--- src/rtl/mac_pkg.sv ---
// ----------------------------------------------------------------------------
// mac_pkg
// Shared types and constants for the Ethernet TX framing path.
//   tx_fcs_state_t   : states of the pad/FCS insertion FSM
//   CRC32_POLY       : IEEE 802.3 CRC-32 generator polynomial (normal form)
//   CRC32_INIT       : CRC register preset value
//   CRC32_RESIDUE    : register value left after running a good frame plus its FCS
//   ETH_MIN_PAYLOAD  : minimum frame length in bytes before the FCS
// ----------------------------------------------------------------------------
package mac_pkg;

   typedef enum logic [1:0] {
      TX_IDLE,
      TX_DATA,
      TX_PAD,
      TX_FCS
   } tx_fcs_state_t;

   localparam logic [31:0] CRC32_POLY      = 32'h04C11DB7;
   localparam logic [31:0] CRC32_INIT      = 32'hFFFFFFFF;
   localparam logic [31:0] CRC32_RESIDUE   = 32'hDEBB20E3;
   localparam int          ETH_MIN_PAYLOAD = 60;

endpackage

--- src/rtl/mac_tx_fcs_insert_if.sv ---
// ----------------------------------------------------------------------------
// mac_tx_fcs_insert_if
// 8-bit AXI-Stream byte channel with a frame-bad sideband.
//   tdata  : byte
//   tvalid : byte valid (source)
//   tready : byte accepted (sink)
//   tlast  : last byte of frame
//   tuser  : frame-bad flag, meaningful on the tlast beat
// modport master drives the stream, modport slave receives it.
// ----------------------------------------------------------------------------
interface mac_tx_fcs_insert_if;

   logic [7:0] tdata;
   logic       tvalid;
   logic       tready;
   logic       tlast;
   logic       tuser;

   modport master (
      output tdata,
      output tvalid,
      output tlast,
      output tuser,
      input  tready
   );

   modport slave (
      input  tdata,
      input  tvalid,
      input  tlast,
      input  tuser,
      output tready
   );

endinterface

--- src/rtl/mac_lfsr.sv ---
// ----------------------------------------------------------------------------
// mac_lfsr
// Galois-form LFSR that absorbs DATA_WIDTH bits per enabled cycle.
// With REVERSE=1 the register shifts right, consumes data LSB first and uses
// the bit-reversed polynomial (reflected CRC form).
//   clk                   : clock
//   rst_n                 : asynchronous active-low reset to LFSR_RESET_STATE
//   rst                   : synchronous preset; the register is treated as
//                           lfsr_initial_state_in for this cycle's update
//   data_in               : data word to absorb
//   data_valid_in         : absorb data_in this cycle
//   lfsr_initial_state_in : preset value used while rst is high
//   lfsr_state_out        : next register value (includes this cycle's data)
// ----------------------------------------------------------------------------
module mac_lfsr #(
   parameter int                    LFSR_WIDTH       = 32,
   parameter logic [LFSR_WIDTH-1:0] LFSR_POLY        = 32'h04C11DB7,
   parameter bit                    REVERSE          = 1'b1,
   parameter int                    DATA_WIDTH       = 8,
   parameter logic [LFSR_WIDTH-1:0] LFSR_RESET_STATE = '1
) (
   input  logic                  clk,
   input  logic                  rst_n,
   input  logic                  rst,
   input  logic [DATA_WIDTH-1:0] data_in,
   input  logic                  data_valid_in,
   input  logic [LFSR_WIDTH-1:0] lfsr_initial_state_in,
   output logic [LFSR_WIDTH-1:0] lfsr_state_out
);

   function automatic logic [LFSR_WIDTH-1:0] bit_rev(input logic [LFSR_WIDTH-1:0] v);
      logic [LFSR_WIDTH-1:0] r;
      for (int i = 0; i < LFSR_WIDTH; i++) r[i] = v[LFSR_WIDTH-1-i];
      return r;
   endfunction

   localparam logic [LFSR_WIDTH-1:0] POLY_REV = bit_rev(LFSR_POLY);

   function automatic logic [LFSR_WIDTH-1:0] lfsr_step(input logic [LFSR_WIDTH-1:0] s,
                                                       input logic [DATA_WIDTH-1:0] d);
      logic [LFSR_WIDTH-1:0] r;
      logic                  fb;
      r = s;
      for (int i = 0; i < DATA_WIDTH; i++) begin
         if (REVERSE) begin
            fb = r[0] ^ d[i];
            r  = r >> 1;
            if (fb) r = r ^ POLY_REV;
         end else begin
            fb = r[LFSR_WIDTH-1] ^ d[DATA_WIDTH-1-i];
            r  = r << 1;
            if (fb) r = r ^ LFSR_POLY;
         end
      end
      return r;
   endfunction

   logic [LFSR_WIDTH-1:0] lfsr_q, lfsr_d, lfsr_base;

   // The preset is applied combinationally so that a word arriving in the
   // same cycle as rst is absorbed on top of the initial value.
   always_comb begin
      lfsr_base = rst ? lfsr_initial_state_in : lfsr_q;
      lfsr_d    = data_valid_in ? lfsr_step(lfsr_base, data_in) : lfsr_base;
   end

   always_ff @(posedge clk or negedge rst_n) begin
      if (!rst_n) lfsr_q <= LFSR_RESET_STATE;
      else        lfsr_q <= lfsr_d;
   end

   assign lfsr_state_out = lfsr_d;

endmodule

--- src/rtl/mac_tx_fcs_insert.sv ---
// ----------------------------------------------------------------------------
// mac_tx_fcs_insert
// Ethernet TX framing stage: passes payload bytes (DA..end of payload),
// zero-pads short frames to MIN_FRAME_LEN and appends the 4-byte CRC-32 FCS,
// least significant byte first. A frame flagged bad on its tlast beat gets a
// non-inverted FCS so every receiver rejects it.
//   clk    : clock
//   rst_n  : asynchronous active-low reset
//   s_axis : payload byte stream in (tuser = frame bad, on tlast only)
//   m_axis : payload/pad/FCS byte stream out (tlast/tuser on 4th FCS byte)
// One output register; a byte accepted on s_axis appears on m_axis the
// following cycle, at one byte per clock.
// ----------------------------------------------------------------------------
module mac_tx_fcs_insert
   import mac_pkg::*;
#(
   parameter int MIN_FRAME_LEN = ETH_MIN_PAYLOAD,
   parameter int CNT_WIDTH     = 16
) (
   input  logic                 clk,
   input  logic                 rst_n,
   mac_tx_fcs_insert_if.slave   s_axis,
   mac_tx_fcs_insert_if.master  m_axis
);

   localparam logic [CNT_WIDTH:0] MIN_LEN = (CNT_WIDTH+1)'(MIN_FRAME_LEN);

   tx_fcs_state_t          state_q, state_d;
   logic [CNT_WIDTH-1:0]   cnt_q, cnt_d, cnt_inc;
   logic [1:0]             idx_q, idx_d;
   logic [31:0]            fcs_q, fcs_d;
   logic                   bad_q, bad_d;
   logic [7:0]             tdata_q, tdata_d;
   logic                   tvalid_q, tvalid_d;
   logic                   tlast_q, tlast_d;
   logic                   tuser_q, tuser_d;
   logic                   rdy_q;

   logic                   load_en;
   logic                   s_accept;
   logic                   s_fire;
   logic                   needs_pad;
   logic                   crc_rst;
   logic                   crc_en;
   logic [7:0]             crc_byte;
   logic [31:0]            next_crc;

   assign load_en   = !tvalid_q || m_axis.tready;
   // rdy_q keeps tready low until the first clock after reset release.
   assign s_accept  = rdy_q && load_en && (state_q == TX_IDLE || state_q == TX_DATA);
   assign s_fire    = s_accept && s_axis.tvalid;
   // Saturating count; a saturated count is never below MIN_LEN.
   assign cnt_inc   = (&cnt_q) ? cnt_q : cnt_q + 1'b1;
   assign needs_pad = ({1'b0, cnt_inc} < MIN_LEN);
   assign crc_rst   = (state_q == TX_IDLE);

   mac_lfsr #(
      .LFSR_WIDTH       (32),
      .LFSR_POLY        (CRC32_POLY),
      .REVERSE          (1'b1),
      .DATA_WIDTH       (8),
      .LFSR_RESET_STATE (CRC32_INIT)
   ) u_crc (
      .clk                   (clk),
      .rst_n                 (rst_n),
      .rst                   (crc_rst),
      .data_in               (crc_byte),
      .data_valid_in         (crc_en),
      .lfsr_initial_state_in (CRC32_INIT),
      .lfsr_state_out        (next_crc)
   );

   always_comb begin
      state_d  = state_q;
      cnt_d    = cnt_q;
      idx_d    = idx_q;
      fcs_d    = fcs_q;
      bad_d    = bad_q;
      tdata_d  = tdata_q;
      tvalid_d = tvalid_q;
      tlast_d  = tlast_q;
      tuser_d  = tuser_q;
      crc_en   = 1'b0;
      crc_byte = 8'h00;

      case (state_q)
         TX_IDLE, TX_DATA: begin
            // IDLE holds count at zero, so both states share the data path.
            if (load_en) begin
               tvalid_d = 1'b0;
               tlast_d  = 1'b0;
               tuser_d  = 1'b0;
            end
            if (s_fire) begin
               tdata_d  = s_axis.tdata;
               tvalid_d = 1'b1;
               crc_en   = 1'b1;
               crc_byte = s_axis.tdata;
               cnt_d    = cnt_inc;
               state_d  = TX_DATA;
               if (s_axis.tlast) begin
                  bad_d = s_axis.tuser;
                  if (needs_pad) begin
                     state_d = TX_PAD;
                  end else begin
                     state_d = TX_FCS;
                     fcs_d   = s_axis.tuser ? next_crc : ~next_crc;
                  end
               end
            end
         end
         TX_PAD: begin
            if (load_en) begin
               tdata_d  = 8'h00;
               tvalid_d = 1'b1;
               tlast_d  = 1'b0;
               tuser_d  = 1'b0;
               crc_en   = 1'b1;
               cnt_d    = cnt_inc;
               if (!needs_pad) begin
                  state_d = TX_FCS;
                  fcs_d   = bad_q ? next_crc : ~next_crc;
               end
            end
         end
         TX_FCS: begin
            if (load_en) begin
               tdata_d  = fcs_q[{idx_q, 3'b000} +: 8];
               tvalid_d = 1'b1;
               tlast_d  = (idx_q == 2'd3);
               tuser_d  = bad_q && (idx_q == 2'd3);
               idx_d    = idx_q + 2'd1;
               if (idx_q == 2'd3) begin
                  state_d = TX_IDLE;
                  cnt_d   = '0;
               end
            end
         end
         default: state_d = TX_IDLE;
      endcase
   end

   always_ff @(posedge clk or negedge rst_n) begin
      if (!rst_n) begin
         state_q  <= TX_IDLE;
         cnt_q    <= '0;
         idx_q    <= 2'd0;
         fcs_q    <= '0;
         bad_q    <= 1'b0;
         tdata_q  <= 8'h00;
         tvalid_q <= 1'b0;
         tlast_q  <= 1'b0;
         tuser_q  <= 1'b0;
         rdy_q    <= 1'b0;
      end else begin
         state_q  <= state_d;
         cnt_q    <= cnt_d;
         idx_q    <= idx_d;
         fcs_q    <= fcs_d;
         bad_q    <= bad_d;
         tdata_q  <= tdata_d;
         tvalid_q <= tvalid_d;
         tlast_q  <= tlast_d;
         tuser_q  <= tuser_d;
         rdy_q    <= 1'b1;
      end
   end

   assign s_axis.tready = s_accept;
   assign m_axis.tdata  = tdata_q;
   assign m_axis.tvalid = tvalid_q;
   assign m_axis.tlast  = tlast_q;
   assign m_axis.tuser  = tuser_q;

endmodule

--- src/flat_wrapper.sv ---
// flat-port wrapper written by rule: the top's interface ports become plain ports
module mac_tx_fcs_insert_flat import mac_pkg::*;
#(
   parameter int MIN_FRAME_LEN = ETH_MIN_PAYLOAD,
   parameter int CNT_WIDTH     = 16
)
  (clk, rst_n, s_axis_tdata, s_axis_tvalid, s_axis_tlast, s_axis_tuser, s_axis_tready, m_axis_tdata, m_axis_tvalid, m_axis_tlast, m_axis_tuser, m_axis_tready);
  mac_tx_fcs_insert_if s_axis_i ();
  mac_tx_fcs_insert_if m_axis_i ();
  input  logic clk;
  input  logic rst_n;
  input wire logic [$bits(s_axis_i.tdata)-1:0] s_axis_tdata;
  input wire logic [$bits(s_axis_i.tvalid)-1:0] s_axis_tvalid;
  input wire logic [$bits(s_axis_i.tlast)-1:0] s_axis_tlast;
  input wire logic [$bits(s_axis_i.tuser)-1:0] s_axis_tuser;
  output wire logic [$bits(s_axis_i.tready)-1:0] s_axis_tready;
  output wire logic [$bits(m_axis_i.tdata)-1:0] m_axis_tdata;
  output wire logic [$bits(m_axis_i.tvalid)-1:0] m_axis_tvalid;
  output wire logic [$bits(m_axis_i.tlast)-1:0] m_axis_tlast;
  output wire logic [$bits(m_axis_i.tuser)-1:0] m_axis_tuser;
  input wire logic [$bits(m_axis_i.tready)-1:0] m_axis_tready;
  assign s_axis_i.tdata = s_axis_tdata;
  assign s_axis_i.tvalid = s_axis_tvalid;
  assign s_axis_i.tlast = s_axis_tlast;
  assign s_axis_i.tuser = s_axis_tuser;
  assign s_axis_tready = s_axis_i.tready;
  assign m_axis_tdata = m_axis_i.tdata;
  assign m_axis_tvalid = m_axis_i.tvalid;
  assign m_axis_tlast = m_axis_i.tlast;
  assign m_axis_tuser = m_axis_i.tuser;
  assign m_axis_i.tready = m_axis_tready;
  mac_tx_fcs_insert #(.MIN_FRAME_LEN(MIN_FRAME_LEN), .CNT_WIDTH(CNT_WIDTH)) u_core (.clk(clk), .rst_n(rst_n), .s_axis(s_axis_i), .m_axis(m_axis_i));
endmodule
--- config.mk ---
export PLATFORM = sky130hd
export DESIGN_NAME = mac_tx_fcs_insert_flat
export DESIGN_NICKNAME = d
export VERILOG_FILES = /design/src/rtl/mac_pkg.sv /design/src/rtl/mac_tx_fcs_insert_if.sv /design/src/rtl/mac_lfsr.sv /design/src/rtl/mac_tx_fcs_insert.sv /design/src/flat_wrapper.sv
export SDC_FILE = /design/constraint.sdc
export NUM_CORES = 1
export LEC_CHECK = 0
export CAP_MARGIN = 10
export CORE_MARGIN = 4
export CORE_UTILIZATION = 62
export DETAILED_ROUTE_END_ITERATION = 8
export GPL_TIMING_DRIVEN = 0
export MAX_ROUTING_LAYER = met4
export PLACE_DENSITY = 0.81
export SLEW_MARGIN = 20
export SYNTH_ARGS = -nofsm -noshare
export SYNTH_HDL_FRONTEND = slang
export SYNTH_SLANG_ARGS = --single-unit
export TNS_END_PERCENT = 30
--- constraint.sdc ---
create_clock -name clk -period 3.6 [get_ports clk]
set_clock_uncertainty 0.2 [all_clocks]
set_input_delay 0.72 -clock clk [delete_from_list [all_inputs] [get_ports clk]]
set_output_delay 0.72 -clock clk [all_outputs]
set_load 0.05 [all_outputs]
==> summary.txt <==
Worst setup path
  – CP required: 2.68 ns
  – CP Max Fanout: 10
  – CP Class: primary input to output pin
  – Register-to-Register Path Depth: 9
  – R2R Setup Slk: 0.12 ns
  – Worst setup EP type: output pin
  – Worst R2R End: u_core.fcs_q[20]
  – Arrival time at the worst endpoint: 2.59 ns
  – R2r startpoint: u_core.state_q[1]
  – Startpoint Class: primary input

Logic synthesis
  – Syn Inst Count: 670
  – Synth warnings: 0
  – Top_reg_cell synth: dfrtp_1
  – Cell Area, Synth: 6300 µm²
  – Asr flop ratio synth: 100%
  – Seq cells post-synth: 97
  – Post-synth EDFFs: 0
  – Syn_nets: 686
  – Post-synthesis cell type count: 74
  – Sequential share of the synthesized area: 39.2%
  – Avg Synthesized Cell Area: 9.40 µm²

Global route
  – Vias in the first global route: 5,039
  – Tot GR Track Use: 31.1%
  – Global-route wire length before repair: 26,900 µm
  – Total gr overflow: 0
  – Largest net degree at the start of global routing: 78
  – Initial antenna violation count: 0

Min path
  – Hold endpoint: u_core.fcs_q[6]
  – Hold Path Cell Cnt: 2
  – HP Start: u_core.fcs_q[6]
  – Class of the worst hold path: register to register

Detailed routing
  – Vias: 5,350
  – Detail Route Antenna Nets: 0
  – Vias per Instance: 6.32
  – First-pass DRT Iterations: 5
  – Initial DRC count: 627
  – Total Wirelength: 17,000 µm
  – DR DRC count: 0
  – WL/cell: 20.1 µm

STA
  – Final period utilization: 97.5%
  – Final Hold Violating Endpoints: 0
  – Fin crit period: 3.51 ns
  – Post-route setup slack: 0.0913 ns
  – # setup viols final: 0
  – Setup TNS: 0 ns
  – RSZ-0062 raised after global routing: no
  – Worst slew margin: 46.1%
  – Maximum clock frequency: 0.285 GHz
  – Least-Margin Pin Slew: 0.801 ns
  – Max Slew Vio Count: 0

Pwr
  – Clk network pwr share: 9.3%
  – Pleak: 2.89 nW
  – Total power: 7.81 mW
  – Gate power share: 65.7%
  – Int Pwr: 4.04 mW
  – Sw Share: 48.3%
  – Peak VDD IR: 594 µV
  – Flop pwr share: 25.0%
  – Sw power: 3.78 mW
  – Pwr/cell area: 1120 nW/µm²

Clocking
  – CTS Root Cell: clkbuf_8
  – Worst-skew pair later-pin latency: 0.39 ns
  – CTS tree: yes
  – CTS Sinks: 97
  – Clock Tree Buf Depth: 2
  – Clock slew at reported path FFs: 0.09 ns
  – H-tree Lvls: 3
  – Num CTS Buffers: 9

Placement
  – Placer Congestion: 0.964
  – Pre-CTS setup slack: -0.700 ns
  – DP Cell Count: 828
  – Dpl hpwl: 12,600 µm
  – Port bufs: 24

Die
  – Row Count: 36
  – Core area: 9820 µm²
  – Die area: 11,800 µm²
  – IO Count: 26
  – Starting density of the core: 64.2%
  – Chip width: 109 µm
  – Chip height: 109 µm

Status
  – Status: finished clean

Finish
  – Layout area overhead: 10.8%
  – Number of fill cells: 750
  – Final core utilization: 71.1%
  – Share of cells above drive strength 1: 18.0%
  – Non-Filler Instances: 846
  – Antenna fix cells: 0
  – Final nets: 724

Flow run
  – Max-Cap Viols: 0
-- cells by family (layout without fill, tap and decap cells) --
kind of cell | count (synthesis) | count (layout) | synth area share (%)
flip-flops | 97 | 97 | 39.2
adder cells (fa/ha/maj) | 2 | 2 | 0.397
AND/OR/NAND/NOR | 246 | 246 | 19.8
other | 1 | 1 | 0.0595
AO/OA/AOI/OAI | 158 | 158 | 16.2
buffers and inverters | 52 | 95 | 3.54
multiplexers | 21 | 21 | 5.04
XOR/XNOR | 93 | 93 | 15.8
-- state kept, by name, indices dropped and copies added (netlist names) --
| name | count |
|---|---|
| u_core.cnt_q | 16 |
| u_core.m_axis.tvalid | 1 |
| u_core.m_axis.tdata | 8 |
| u_core.rdy_q | 1 |
| u_core.state_q | 2 |
| u_core.m_axis.tlast | 1 |
| u_core.idx_q | 2 |
| u_core.bad_q | 1 |
| u_core.u_crc.lfsr_q | 32 |
| u_core.fcs_q | 32 |
| u_core.m_axis.tuser | 1 |
-- power by group through the flow --
stage          clock network [mW]  logic (mW)  registers [mW]
3_5_place_dp                    0        5.00            1.96
6_report                    0.723        5.14            1.95
3_3_place_gp                    0        4.91            1.94
2_1_floorplan                   0        3.60            2.07
4_1_cts                     0.734        5.04            1.94
5_1_grt                     0.777        5.48            2.00
-- cells in the mapped netlist (8+ instances only) --
| library cell | number | area share [%] |
|---|---|---|
| nor2_1 | 92 | 5.5 |
| dfrtp_1 | 65 | 26 |
| nand2_1 | 56 | 3.3 |
| xnor2_1 | 54 | 7.5 |
| o21ai_0 | 48 | 3.8 |
| a21oi_1 | 41 | 3.3 |
| dfstp_2 | 32 | 13 |
| clkbuf_1 | 23 | 1.4 |
| nor3_1 | 23 | 1.8 |
| xor2_1 | 23 | 3.2 |
| buf_2 | 16 | 1.3 |
| nand3_1 | 11 | 0.87 |
| nor2b_1 | 10 | 0.99 |
| a31oi_1 | 8 | 0.79 |
| and3_1 | 8 | 0.79 |
| mux4_2 | 8 | 2.9 |
| o21ai_1 | 8 | 0.64 |
-- critical path: stages --
cell and delay [ns]:
clkdlybuf4s50_1 0.47, nor2b_1 0.04, buf_2 0.18, buf_2 0.23
nor2_1 0.13, clkdlybuf4s50_1 0.81
-- cell usage in the layout (no fill, tap or decap), drive strengths merged, types with 7 or more instances in the layout --
cell type | netlist | routed
nand2 | 56 | 56
and3 | 8 | 8
xor2 | 25 | 25
nand3 | 11 | 11
mux2i | 7 | 7
clkbuf | 23 | 33
nor2 | 94 | 94
xnor3 | 7 | 7
nor2b | 11 | 11
clkdlybuf4s50 | 0 | 23
a21oi | 43 | 43
o21ai | 56 | 56
dfrtp | 65 | 65
nand4 | 10 | 10
a31oi | 8 | 8
nor3 | 27 | 27
dfstp | 32 | 32
mux4 | 8 | 8
buf | 24 | 26
inv | 5 | 10
xnor2 | 60 | 60
-- per-stage QoR --
step,instance area (µm²),hold WS (ns)
global placement,6710,0.260
detailed placement,6740,0.269
finish,6980,0.292
global route,6980,0.315
CTS,6950,0.291
floorplan,6300,0.224
-- layout make-up --
class / count / area, µm² / share of cell area (%)
multi-input cells: 521 / 3630 / 52.0
flip-flops and latches: 97 / 2470 / 35.3
repair buffers: 28 / 294 / 4.21
plain buffers: 46 / 209 / 2.99
well taps: 133 / 166 / 2.38
clock buffers: 9 / 124 / 1.77
clock inverters: 7 / 70.1 / 1.00
inverters: 5 / 18.8 / 0.269
-- worst max-delay path by stage --
| stage | start | endpoint | slack, ns | cells after the start |
|---|---|---|---|---|
| floorplan | s_axis_tdata[3] | u_core.fcs_q[19] | 0.54 | 9 |
| global placement | rst_n | u_core.cnt_q[11] | -1.97 | 1 |
| detailed placement | m_axis_tready | u_core.cnt_q[14] | -0.70 | 10 |
| CTS | m_axis_tready | u_core.cnt_q[15] | 0.06 | 12 |
| global route | m_axis_tready | s_axis_tready | 0.02 | 6 |
| finish | m_axis_tready | s_axis_tready | 0.09 | 6 |
-- timing repair --
item,4_1_cts,5_1_grt
pin swaps,0,3
buffers inserted,0,2
endpoints found under the hold margin,4,0
hold buffers,1,0
gates resized for setup,5,11
endpoints found under the setup margin,15,44
-- layer usage --
metal / global-route usage, % / wire [µm] / up-vias
met5: - / 0 / -
met4: 11.3 / 544 / 0
met3: 5.33 / 1470 / 47
met2: 45.8 / 7740 / 253
met1: 43.8 / 7220 / 2607
li1: - / - / 2443
(Power assumes the default switching activity.)
